--- config.mk ---
export PLATFORM = sky130hd
export DESIGN_NAME = barrel_shift_arb
export DESIGN_NICKNAME = d
export VERILOG_FILES = /design/src/rtl/barrel_shift_arb.sv
export SDC_FILE = /design/constraint.sdc
export NUM_CORES = 1
export LEC_CHECK = 0
export BUFFER_PORTS_ARGS = -buffer_cell sky130_fd_sc_hd__buf_2
export CAP_MARGIN = 15
export CORE_UTILIZATION = 45
export CTS_CLUSTER_DIAMETER = 80
export CTS_CLUSTER_SIZE = 28
export DETAILED_ROUTE_END_ITERATION = 8
export GPL_ROUTABILITY_DRIVEN = 0
export SYNTH_ARGS = -nofsm -noshare
export SYNTH_HDL_FRONTEND = slang
export SYNTH_SLANG_ARGS = --single-unit
export TNS_END_PERCENT = 1
--- constraint.sdc ---
create_clock -name clk -period 3.9 [get_ports clk]
set_input_delay 0.195 -clock clk [delete_from_list [all_inputs] [get_ports clk]]
set_output_delay 0.195 -clock clk [all_outputs]
set_load 0.02 [all_outputs]
--- src/rtl/barrel_shift_arb.sv ---
// barrel_shift_arb: two requesters share a 5-stage 32-bit left barrel shifter (stages 1,2,4,8,16) plus result register.
// Latency 5 cycles accept->res_valid, 1 op/cycle; res_valid && !res_ready stalls every stage and drops both readies.
// Optional BARREL_SHIFT_ARB_ROTATE_EN adds req0_rot/req1_rot selecting rotate-left instead of zero-fill.
module barrel_shift_arb #(
    parameter int WIDTH      = 32,
    parameter int SHW        = 5,
    parameter int PRIO_FIXED = 0
) (
    input  logic             clk,
    input  logic             rst,
    input  logic             req0_valid,
    output logic             req0_ready,
    input  logic [WIDTH-1:0] req0_data,
    input  logic [SHW-1:0]   req0_shamt,
    input  logic             req1_valid,
    output logic             req1_ready,
    input  logic [WIDTH-1:0] req1_data,
    input  logic [SHW-1:0]   req1_shamt,
`ifdef BARREL_SHIFT_ARB_ROTATE_EN
    input  logic             req0_rot,
    input  logic             req1_rot,
`endif
    output logic             res_valid,
    input  logic             res_ready,
    output logic [WIDTH-1:0] res_data,
    output logic             res_id,
    output logic             busy
);
    localparam int NSTG = SHW;

    logic [NSTG-1:0]  stg_vld_q, stg_vld_d;
    logic [NSTG-1:0]  stg_id_q, stg_id_d;
    logic [WIDTH-1:0] stg_dat_q [NSTG];
    logic [WIDTH-1:0] stg_dat_d [NSTG];
    // Remaining shift bits, pre-shifted so each stage always consumes bit 0.
    logic [SHW-1:0]   stg_sh_q [NSTG-1];
    logic [SHW-1:0]   stg_sh_d [NSTG-1];
    logic [NSTG-2:0]  stg_rot_q, stg_rot_d;

    logic             res_vld_q, res_vld_d;
    logic [WIDTH-1:0] res_dat_q, res_dat_d;
    logic             res_id_q, res_id_d;
    logic             rr_ptr_q, rr_ptr_d;

    logic             adv, gnt0, gnt1, acc;
    logic [WIDTH-1:0] in_dat;
    logic [SHW-1:0]   in_sh;
    logic             in_rot;

    function automatic logic [WIDTH-1:0] stage_shift(input logic [WIDTH-1:0] d, input int amt,
                                                     input logic rot, input logic en);
        logic [2*WIDTH-1:0] w;
        w = {d, d} << amt;
        if (!en) return d;
        return rot ? w[2*WIDTH-1:WIDTH] : (d << amt);
    endfunction

    always_comb begin
        adv        = !res_vld_q || res_ready;
        gnt0       = req0_valid && (!req1_valid || (PRIO_FIXED != 0) || !rr_ptr_q);
        gnt1       = req1_valid && !gnt0;
        req0_ready = adv && gnt0 && !rst;
        req1_ready = adv && gnt1 && !rst;
        acc        = req0_ready || req1_ready;
        in_dat     = req1_ready ? req1_data : req0_data;
        in_sh      = req1_ready ? req1_shamt : req0_shamt;
`ifdef BARREL_SHIFT_ARB_ROTATE_EN
        in_rot     = req1_ready ? req1_rot : req0_rot;
`else
        in_rot     = 1'b0;
`endif
        rr_ptr_d   = rr_ptr_q;
        if (acc) rr_ptr_d = req0_ready;

        stg_vld_d = stg_vld_q;
        stg_id_d  = stg_id_q;
        stg_rot_d = stg_rot_q;
        stg_dat_d = stg_dat_q;
        stg_sh_d  = stg_sh_q;
        res_vld_d = res_vld_q;
        res_dat_d = res_dat_q;
        res_id_d  = res_id_q;

        if (adv) begin
            stg_vld_d[0] = acc;
            if (acc) begin
                stg_dat_d[0] = stage_shift(in_dat, 1, in_rot, in_sh[0]);
                stg_sh_d[0]  = in_sh >> 1;
                stg_id_d[0]  = req1_ready;
                stg_rot_d[0] = in_rot;
            end
            for (int i = 1; i < NSTG; i++) begin
                stg_vld_d[i] = stg_vld_q[i-1];
                stg_id_d[i]  = stg_id_q[i-1];
                stg_dat_d[i] = stage_shift(stg_dat_q[i-1], 1 << i, stg_rot_q[i-1], stg_sh_q[i-1][0]);
            end
            for (int i = 1; i < NSTG - 1; i++) begin
                stg_sh_d[i]  = stg_sh_q[i-1] >> 1;
                stg_rot_d[i] = stg_rot_q[i-1];
            end
            res_vld_d = stg_vld_q[NSTG-1];
            if (stg_vld_q[NSTG-1]) begin
                res_dat_d = stg_dat_q[NSTG-1];
                res_id_d  = stg_id_q[NSTG-1];
            end
        end
    end

    always_ff @(posedge clk) begin
        if (rst) begin
            stg_vld_q <= '0;
            stg_id_q  <= '0;
            stg_rot_q <= '0;
            for (int i = 0; i < NSTG; i++) stg_dat_q[i] <= '0;
            for (int i = 0; i < NSTG - 1; i++) stg_sh_q[i] <= '0;
            res_vld_q <= 1'b0;
            res_dat_q <= '0;
            res_id_q  <= 1'b0;
            rr_ptr_q  <= 1'b0;
        end else begin
            stg_vld_q <= stg_vld_d;
            stg_id_q  <= stg_id_d;
            stg_rot_q <= stg_rot_d;
            stg_dat_q <= stg_dat_d;
            stg_sh_q  <= stg_sh_d;
            res_vld_q <= res_vld_d;
            res_dat_q <= res_dat_d;
            res_id_q  <= res_id_d;
            rr_ptr_q  <= rr_ptr_d;
        end
    end

    assign res_valid = res_vld_q;
    assign res_data  = res_dat_q;
    assign res_id    = res_id_q;
    assign busy      = |stg_vld_q;

endmodule
-- Word level (Yosys, flattened, before mapping)
Cells that the tools add are included.
- register bits: 215
- input port bits: 79
- muxes and demuxes: 23
- reduce and logical (&&, ||, !) cells: 17
- operators by type and width (kind ; count):
    32-bit two-way mux ; 11
    1-bit two-way mux ; 11
    1-bit logical AND ; 6
    1-bit logical NOT ; 5
    5-bit two-way mux ; 1
    5-bit OR reduction ; 1
    2-bit AND reduction ; 2
    1-bit logical OR ; 3

-- Logic depth before layout (Yosys ltp)
- depth in word-level cells: 12
- mapped depth: 7
- depth with buffers taken out: 5

-- Worst setup path before layout
OpenSTA, ideal clock, no wires.
- kind: reg2reg
- start: register res_vld_q, in the netlist res_valid
- end: register stg_sh_q[16] (netlist bit)
- buffers on the path: 2
- data arrival time: 1400 ps
- setup time: 128 ps
- data required time: 3772 ps
- slack: 2372 ps
- cell stages (with the launch flop): 7
- clock period less this slack: 1528 ps
- path through: dfxtp_1 nand2b_1 buf_4 and4_1 buf_2 a222oi_1 nor2_1
- cells in the longest elaborated chain, start to end: 6
- elaborated cells between the ends (all ways): 9
- RTL lines (what ; line ; source):
    start: declaration ; 40 ; logic res_vld_q, res_vld_d;
    start signal: assignment ; 126 ; res_vld_q <= res_vld_d;
    1-bit logical NOT ; 59 ; adv = !res_vld_q || res_ready;
    1-bit logical OR ; 59 ;
    1-bit logical AND (2 in series) ; 62 ; req0_ready = adv && gnt0 && !rst;
    net req0_ready ; 12 ; output logic req0_ready,
    1-bit logical OR ; 64 ; acc = req0_ready || req1_ready;
    2-bit AND reduction (no line) ; - ;
    end signal: assignment ; 125 ; stg_sh_q <= stg_sh_d;
    end: declaration ; 36 ; logic [SHW-1:0] stg_sh_q [NSTG-1];
The timed path passes the listed nets, and every way through them passes these cells.
A chain may end at the register's enable or synchronous reset.

-- Worst setup path in the final report
- start: register res_vld_q, in the netlist res_valid
- end: output req1_ready
- cells in the longest elaborated chain, start to end: 4
- RTL lines (what ; line ; source):
    1-bit logical NOT ; 59 ;
    1-bit logical OR ; 59 ;
    1-bit logical AND (2 in series) ; 63 ; req1_ready = adv && gnt1 && !rst;
    end: declaration ; 16 ; output logic req1_ready,
Every way passes these cells.

==> results.yml <==
run_status:
  status: "completed"
cells_and_area:
  multi_input_area_um2: 4570
  area_growth_pct: 11.4
  num-fill-cells: 1981
  drive_gt1_frac: 0.139
  nets: 1158
  seqCellArea_um2: 4310
  n_antenna_cell: 0
placement:
  placement.io_buffers: 115
  hpwlAfterDp_mm: 13.2
  post-place-ws_ps: 1600
logic_synthesis:
  synth.distinct_cells: 29
  async_flop_share: 0
  synth-adder-area-share: 0
  synth-xor-area-share: 0
  synth_cells: 1031
  synth_most_common_cell: "dfxtp_1"
  synth-compound-area-share: 0.162
  muxShareOfSynthArea: 0.173
  synth.avg_cell_area_um2: 9.03
  ys_warn_count: 0
  synth-simple-area-share: 0.155
  yosysTopAreaCellShare: 0.462
  syn-cell-area_um2: 9310
  seq_area_frac_synth: 0.462
  yosys-top-cells-count: "dfxtp_1 (215), nand2_1 (187), mux2i_1 (160)"
  synth_area_leaders: "dfxtp_1 (46%), mux2i_1 (17%), a211oi_1 (8.0%), nand2_1 (7.5%), nor2_1 (4.4%)"
  synth_top_family_by_area: "multiplexers"
  yosys.area.top_type: "dfxtp_1"
  synth_edf_count: 0
  ys.flop_type: "dfxtp_1"
  synth_seq_cells: 215
  syn_nets: 1110
sta:
  final.setup_skew_ps: 14.9
  fmax_mhz: 384
  slew_violations: 0
  final.setup.worst_slack_ps: 1290
  hold_viol: 0
  grt_setup_unrepaired: "no"
  period_share: 0.669
  finalCriticalPeriod_ps: 2610
  relSlewSlack: 0.341
  tightest_slew_ps: 988
  setup_viol: 0
  setup_tns_ps: 0
clock_network:
  cts-resized-gates: 0
  cts_max_level: 1
  cts_sinks: 215
  post_cts_buffers: 0
  clk-insertion-delay-late_ps: 480
  cts_root_buf: "clkbuf_16"
  clk_pin_slew_ps: 100
  cts_tree: "yes"
  holdBufCountCts: 6
  numCtsBuffers: 12
  cts_buffer_depth: 3
critical_path:
  critPathCapture: "req1_ready"
  ff2ff_path_depth: 6
  critPathKind: "reg -> out"
  crit_start: "res_valid"
  crit_path_end_kind: "output port"
  crit_cells: 4
  rr_startpoint: "res_valid"
  arrival_ps: 2410
  timing.rr.end: "stg_sh_q[18]"
  path_cells: "nand2b_4, nand4_4, inv_2, buf_2"
  startpoint_type: "register"
  cp_num_buf_inv: 2
  crit_path_max_incr_delay_ps: 650
  critPathTopFamily: "buffers and inverters"
  required_ps: 3700
  cpMaxStageDelayCell: "inv_2"
  r2r_setup_slack_ps: 1320
  crit_fanout: 37
pwr:
  total_leakage_power_nw: 4.03
  power.density_nw_per_um2: 401
  vdd_ir_drop_max_v: 0.000258
grt:
  grt_overflow: 0
  grt_use_total: 0.187
  grt_pass1_wl_mm: 33.4
  grt_max_degree: 232
  grt_pass1_vias: 6675
  antenna_found_initial: 0
routing:
  drcViolationCount: 0
  vias: 7055
  wl_mm: 19.9
  postRouteAntennaNets: 0
  via_per_inst: 5.21
  drtIter0Drc: 509
  drt_pass1_iterations: 4
  wl_per_cell_um: 14.7
die:
  fp.dieH_um: 146
  core_area_um2: 20200
  die_w_um: 146
  dieArea_um2: 21300
  io_pins: 116
  rows: 52
  start_util: 0.460
min_path:
  holdCritPathClass: "in -> reg"
run:
  cap_violations: 0
[registers in the layout, indices dropped and copies added (netlist names)]
name	cells
res_valid	1
stg_id_q	5
res_id	1
stg_dat_q	160
rr_ptr_q	1
stg_sh_q	10
stg_vld_q	5
res_data	32
[worst min path at each step]
stage                             start            to  slack, ps  cells past startpoint
after floorplan           req1_shamt[2]  stg_sh_q[16]        360                      2
after global placement      stg_sh_q[6]   stg_sh_q[6]        440                      2
after detailed placement   res_data[11]  res_data[11]        440                      2
after CTS                 req0_shamt[3]  stg_sh_q[17]          2                      3
after global routing      req0_shamt[3]  stg_sh_q[17]         20                      3
final                     req0_shamt[3]  stg_sh_q[17]         20                      3
[through the flow]
step / hold slack [ps] / power [W] / cell area (um^2) / utilization / cells
4_1_cts: 1.95 / 0.00421 / 10300 / 0.510 / 1351
5_1_grt: 21.4 / 0.00435 / 10400 / 0.512 / 1353
3_3_place_gp: 440 / 0.00281 / 9880 / 0.488 / 1327
3_5_place_dp: 444 / 0.00282 / 9880 / 0.488 / 1327
6_report: 16.8 / 0.00416 / 10400 / 0.512 / 1353
2_1_floorplan: 363 / 0.00269 / 9310 / - / 1031
[kinds of logic (layout without fill, tap and decap cells)]
logic type	count (synthesis)	after routing
compound gates	216	216
buf+inv	99	151
flops	215	215
mux	161	161
simple gates	340	340
[cells in the final DEF (no fill, tap or decap), drive strengths merged]
cell type      n
a211oi        99
a21oi         79
a222oi         3
a22o           1
a31o           1
a31oi          1
a32o          30
and2           1
and2b          1
and4           1
buf          125
clkbuf        13
clkinv         3
dfxtp        215
dlygate4sd3    6
inv            4
mux2           1
mux2i        160
nand2        187
nand2b         6
nand3          1
nand3b        30
nand4          1
nor2         109
nor3           2
o2111ai        1
o21ai          1
or3            1
[area by class of cell]
type,count,share of cell area
clock buffers,13,0.0314
clock inverters,5,0.00483
inverters,2,0.000724
multi-input cells,717,0.441
flip-flops and latches,215,0.415
well taps,270,0.0326
repair buffers,131,0.0742
[power by group]
part / switching, W / total [W] / internal [W]
sequential: 0.0000860 / 0.00238 / 0.00229
combinational: 0.000203 / 0.000394 / 0.000191
clock: 0.000758 / 0.00139 / 0.000628
[worst register-to-register path: stages (launching register included)]
cell and delay [ps]:
dfxtp_1 350, nand2b_4 190, nand4_4 460, inv_2 660, a222oi_1 180, dlygate4sd3_1 600, nor2_1 80
[layer usage]
layer  GRT usage  routed length, um
met3      0.0245                639
met4      0.0316                293
met2       0.299               8760
met1       0.272              10200
met5           0                  0
(Power assumes the default switching activity.)
